### config.mk
export PLATFORM = sky130hd
export DESIGN_NAME = sample_tx_scheduler
export DESIGN_NICKNAME = d
export VERILOG_FILES = /design/src/rtl/sample_tx_scheduler.sv
export SDC_FILE = /design/constraint.sdc
export NUM_CORES = 1
export LEC_CHECK = 0
export CAP_MARGIN = 20
export CORE_MARGIN = 3
export CORE_UTILIZATION = 40
export DETAILED_ROUTE_END_ITERATION = 10
export GPL_TIMING_DRIVEN = 0
export PLACE_DENSITY = 0.64
export SLEW_MARGIN = 20
export SYNTH_ARGS = -nofsm -noshare
export SYNTH_HDL_FRONTEND = slang
export SYNTH_SLANG_ARGS = --single-unit
### constraint.sdc
create_clock -name clk -period 5.75 [get_ports clk]
set_input_delay 1.15 -clock clk [delete_from_list [all_inputs] [get_ports clk]]
set_output_delay 1.15 -clock clk [all_outputs]
set_load 0.1 [all_outputs]
### src/rtl/sample_tx_scheduler.sv
// Circular sample buffer sequencer: sensor writes in, bursts drained to the radio
// over one shared single-port memory. Writes always win the port.
module sample_tx_scheduler #(
    parameter int ADDR_W = 8,
    parameter int DATA_W = 8,
    parameter int DEPTH  = 256,
    parameter int BATCH  = 4
) (
    input  logic              clk,
    input  logic              rst,
    input  logic              sensor_valid,
    input  logic [DATA_W-1:0] sensor_data,
    input  logic              flush,
    input  logic [DATA_W-1:0] mem_data_in,
    output logic [DATA_W-1:0] mem_data_out,
    output logic [ADDR_W-1:0] mem_address,
    output logic              mem_write,
    output logic              mem_read,
    input  logic              radio_busy,
    output logic              radio_send,
    output logic [DATA_W-1:0] radio_data_out,
    output logic [ADDR_W:0]   count,
    output logic              overflow
);

    typedef enum logic [2:0] {IDLE, RD_REQ, RD_WAIT, SEND, GAP} state_t;

    localparam logic [ADDR_W:0]   DEPTH_C  = (ADDR_W+1)'(DEPTH);
    localparam logic [ADDR_W:0]   BATCH_C  = (ADDR_W+1)'(BATCH);
    localparam logic [ADDR_W:0]   CNT_ONE  = (ADDR_W+1)'(1);
    localparam logic [ADDR_W-1:0] PTR_ONE  = ADDR_W'(1);
    localparam logic [ADDR_W-1:0] LAST_PTR = ADDR_W'(DEPTH-1);

    state_t            state_q, state_d;
    logic [ADDR_W-1:0] wr_ptr_q, wr_ptr_d;
    logic [ADDR_W-1:0] rd_ptr_q, rd_ptr_d;
    logic [ADDR_W-1:0] mem_address_q, mem_address_d;
    logic [ADDR_W:0]   count_q, count_d;
    logic [ADDR_W:0]   burst_q, burst_d;
    logic [DATA_W-1:0] mem_data_out_q, mem_data_out_d;
    logic [DATA_W-1:0] radio_data_q, radio_data_d;
    logic              mem_write_q, mem_write_d;
    logic              mem_read_q, mem_read_d;
    logic              radio_send_q, radio_send_d;
    logic              overflow_q, overflow_d;
    logic              accept;
    logic              capture;

    // DEPTH need not be a power of two, so wrap explicitly.
    function automatic logic [ADDR_W-1:0] ptr_inc(input logic [ADDR_W-1:0] p);
        return (p == LAST_PTR) ? '0 : p + PTR_ONE;
    endfunction

    always_comb begin
        accept         = sensor_valid && (count_q < DEPTH_C);
        capture        = (state_q == RD_WAIT);
        state_d        = state_q;
        wr_ptr_d       = wr_ptr_q;
        rd_ptr_d       = rd_ptr_q;
        mem_address_d  = mem_address_q;
        mem_data_out_d = mem_data_out_q;
        radio_data_d   = radio_data_q;
        burst_d        = burst_q;
        mem_write_d    = 1'b0;
        mem_read_d     = 1'b0;
        radio_send_d   = 1'b0;
        overflow_d     = overflow_q | (sensor_valid && (count_q == DEPTH_C));

        if (accept) begin
            mem_write_d    = 1'b1;
            mem_address_d  = wr_ptr_q;
            mem_data_out_d = sensor_data;
            wr_ptr_d       = ptr_inc(wr_ptr_q);
        end

        case ({accept, capture})
            2'b10:   count_d = count_q + CNT_ONE;
            2'b01:   count_d = count_q - CNT_ONE;
            default: count_d = count_q;
        endcase

        case (state_q)
            IDLE: begin
                if ((count_q >= BATCH_C) || (flush && (count_q != '0))) begin
                    burst_d = (count_q > BATCH_C) ? BATCH_C : count_q;
                    state_d = RD_REQ;
                end
            end
            RD_REQ: begin
                // A write accepted this edge owns the port; retry next edge.
                if (!accept) begin
                    mem_read_d    = 1'b1;
                    mem_address_d = rd_ptr_q;
                    state_d       = RD_WAIT;
                end
            end
            RD_WAIT: begin
                radio_data_d = mem_data_in;
                rd_ptr_d     = ptr_inc(rd_ptr_q);
                burst_d      = burst_q - CNT_ONE;
                state_d      = SEND;
            end
            SEND: begin
                if (!radio_busy) begin
                    radio_send_d = 1'b1;
                    state_d      = GAP;
                end
            end
            GAP: begin
                state_d = ((burst_q != '0) && (count_q != '0)) ? RD_REQ : IDLE;
            end
            default: state_d = IDLE;
        endcase
    end

    always_ff @(posedge clk) begin
        if (rst) begin
            state_q        <= IDLE;
            wr_ptr_q       <= '0;
            rd_ptr_q       <= '0;
            mem_address_q  <= '0;
            mem_data_out_q <= '0;
            radio_data_q   <= '0;
            count_q        <= '0;
            burst_q        <= '0;
            mem_write_q    <= 1'b0;
            mem_read_q     <= 1'b0;
            radio_send_q   <= 1'b0;
            overflow_q     <= 1'b0;
        end else begin
            state_q        <= state_d;
            wr_ptr_q       <= wr_ptr_d;
            rd_ptr_q       <= rd_ptr_d;
            mem_address_q  <= mem_address_d;
            mem_data_out_q <= mem_data_out_d;
            radio_data_q   <= radio_data_d;
            count_q        <= count_d;
            burst_q        <= burst_d;
            mem_write_q    <= mem_write_d;
            mem_read_q     <= mem_read_d;
            radio_send_q   <= radio_send_d;
            overflow_q     <= overflow_d;
        end
    end

    assign mem_data_out   = mem_data_out_q;
    assign mem_address    = mem_address_q;
    assign mem_write      = mem_write_q;
    assign mem_read       = mem_read_q;
    assign radio_send     = radio_send_q;
    assign radio_data_out = radio_data_q;
    assign count          = count_q;
    assign overflow       = overflow_q;

endmodule

==> metrics.txt <==
via density per instance=5.44; Hold Slack=457 ps; H-tree depth=3; Clock Latency Late Sink=350 ps; number of flops mapped to enable cells by yosys=0; cts hold-fix bufs=0; final worst slack=379 ps; area leader, netlist=dfxtp_1; Overflow after GRT=0; fraction of registers with async set/reset=0%; cts bufs inserted=9; post-synthesis sequential area ratio=39.3%; Iter 0 DRT Violations=127; Synth Warn #=0; commonest non-fill, non-tap cell in the layout=dfxtp_1; delay of the slowest critical-path stage=500 ps; final wirelength=8.64 mm; fmax=186 MHz; vias after detailed routing=3139; Synth top area share=39.3%; Distinct cells, synth=61; pwr dens=390 nW/um2; GR Util All Layers=18.7%; pre-CTS setup slack=-218 ps; Max Cap Viol=0; cell mode on critical path=clkbuf_1; Tcrit/Tclk final=93.4%; Placer Congestion=0.881; HP Class=flip-flop to flip-flop; Clock transition at path regs=70 ps; Worst Tran Pin Value=989 ps; critical-path cell list=clkdlybuf4s50_1, nor2b_1, clkbuf_1, inv_1, clkbuf_1, clkbuf_2, ha_1, clkbuf_1, clkbuf_2, xor2_1, ha_1, o21ba_2, a311oi_1, or3_1, o221ai_1, mux2_2; cell count after synthesis=402; CTS tree=yes; Leak=1.47 nW; layout cells sized above 1=8.00%; remaining antenna violation count after routing=0; die width=96.9 um; vias in the first global route=3033; relative slew slack=33.9%; port buffer count=57; Max Transition Viols Final=0; dpl hpwl=6.15 mm; Die Span Y=96.9 um; Seq. cell area=1300 um2; number of diodes=0; Final Power=1.64 mW; outcome=complete, no violations; WP data arrival=5600 ps; Std-Cell Rows=32; core area=7890 um2; syn avg cell area=8.23 um2; Setup Fix Bufs, Post-CTS=0; critical path's top delay family=buffers and inverters; clk sinks=65; Final #Nets=496; DR WL/cell=15.0 um; initial antenna violation count=0; Longest Clk Path Bufs=2; Synth Register Bits=65; Area Overhead vs Synth=27.3%; clk_skew=7.56 ps; largest net degree at the start of global routing=13; Root Buffer=clkbuf_8; CP max-delay cell=a311oi_1; Max VDD drop=154 uV; TNS Setup=0 ps; Hold Vio Cnt, Final=0; RSZ-0062 raised after global routing=false; Synth area leaders=dfxtp_1, nand2_1, a21oi_1, nor2_1, mux2i_1; drt pass-1 iters=4; Tmin final=5370 ps; syn_nets=428; IO Count=58; ys flop type=dfxtp_1; kind of start point of the critical path=input port; Initial Utilization=41.9%; Post-route DRC=0; crit end category=flip-flop; global-route wire length before repair=14.4 mm; final setup fails=0; PostCTS Resize Cnt=0; Setup CP Type=input port to flip-flop; fillers=748; Post-Synthesis Cell Area=3310 um2; most frequent cells in the layout=dfxtp_1, clkdlybuf4s50_1, nand2_1; required time of the critical path=5980 ps; CP Max Fanout=10; area of the multi-input gates=1850 um2; Buf+Inv Stages, Crit Path=7; Die ar.=9400 um2
==> metal layers <==
metal | part of all wire (%) | vias up | track usage (%)
met5 | 0 | - | 0
met4 | 1.6 | 0 | 7.13
met3 | 5.2 | 12 | 5.19
met2 | 45 | 65 | 29.5
met1 | 48 | 1478 | 24.2
li1 | - | 1584 | -
==> layout make-up <==
type                       count  area share [%]
clock buffer                  10            3.27
buffer                        31            3.12
inverter                       6           0.564
sequential                    65            30.9
tap                          102            3.03
timing repair buffer          57            13.5
clock inverter                 6            1.57
multi-input combinational    300            44.0
==> kinds of logic after synthesis <==
logic type | count (synthesis) | share of synthesized area [%]
and+or+nand+nor | 168 | 25.5
AOI/OAI and AO/OA | 97 | 20.0
DFF | 65 | 39.3
buffers and inverters | 37 | 4.61
muxes | 16 | 5.03
xor gates and xnor gates | 14 | 3.71
adders and majority gates | 5 | 1.89
==> flip-flops by register name (all words and copies together), names as in the netlist <==
register	cells
mem_address	8
wr_ptr_q	8
state_q	3
radio_data_out	8
count	9
mem_read	1
overflow	1
mem_write	1
burst_q	9
radio_send	1
mem_data_out	8
rd_ptr_q	8
==> final timing paths <==
path              startpoint         endpoint  slack [ps]  cells after the start
max             sensor_valid         count[8]         380                     16
min          mem_data_out[5]  mem_data_out[5]         460                      2
max reg2reg       state_q[1]         count[8]         720                     16
min reg2reg  mem_data_out[5]  mem_data_out[5]         460                      2
==> report_power, final <==
group	internal, mW	switching, mW
Clock	0.213	0.188
Sequential	0.500	0.0398
Combinational	0.232	0.471
Total	0.944	0.699
==> worst register-to-register path, stage by stage (launching register included) <==
cell,delay (ps)
dfxtp_1,310
buf_4,170
or3b_1,350
buf_2,200
clkinv_2,120
clkbuf_1,490
clkbuf_1,430
ha_1,390
clkbuf_1,380
clkbuf_2,320
xor2_1,100
ha_1,260
o21ba_2,210
a311oi_1,500
or3_1,240
o221ai_1,150
mux2_2,300
==> synthesized netlist by cell type, types with 2 or more instances <==
master	count
dfxtp_1	65
nand2_1	54
nor2_1	41
a21oi_1	33
clkbuf_1	21
o21ai_0	14
xor2_1	12
mux2i_1	11
a211oi_1	9
nand3_1	8
nor2b_1	8
buf_1	7
nor3b_1	7
a31oi_1	6
nor3_1	6
nor4_1	6
or3_1	6
ha_1	5
inv_1	5
mux2_2	5
a311oi_1	4
nand4_1	4
nor4b_1	4
or2_2	4
a22oi_1	3
and2_1	3
and3_1	3
nand2b_1	3
o21a_1	3
o221ai_1	3
o31a_1	3
nand3b_1	2
o2111ai_1	2
o211ai_1	2
or4_1	2
or4_4	2
xnor2_1	2
==> metrics by stage <==
step / area (um2) / std cells / utilization, %
after floorplan: 3310 / 402 / -
after global placement: 4010 / 561 / 50.8
after detailed placement: 4010 / 561 / 50.8
after CTS: 4210 / 577 / 53.4
after global routing: 4210 / 577 / 53.4
final: 4210 / 577 / 53.4
Power figures use the tool's default switching activity.
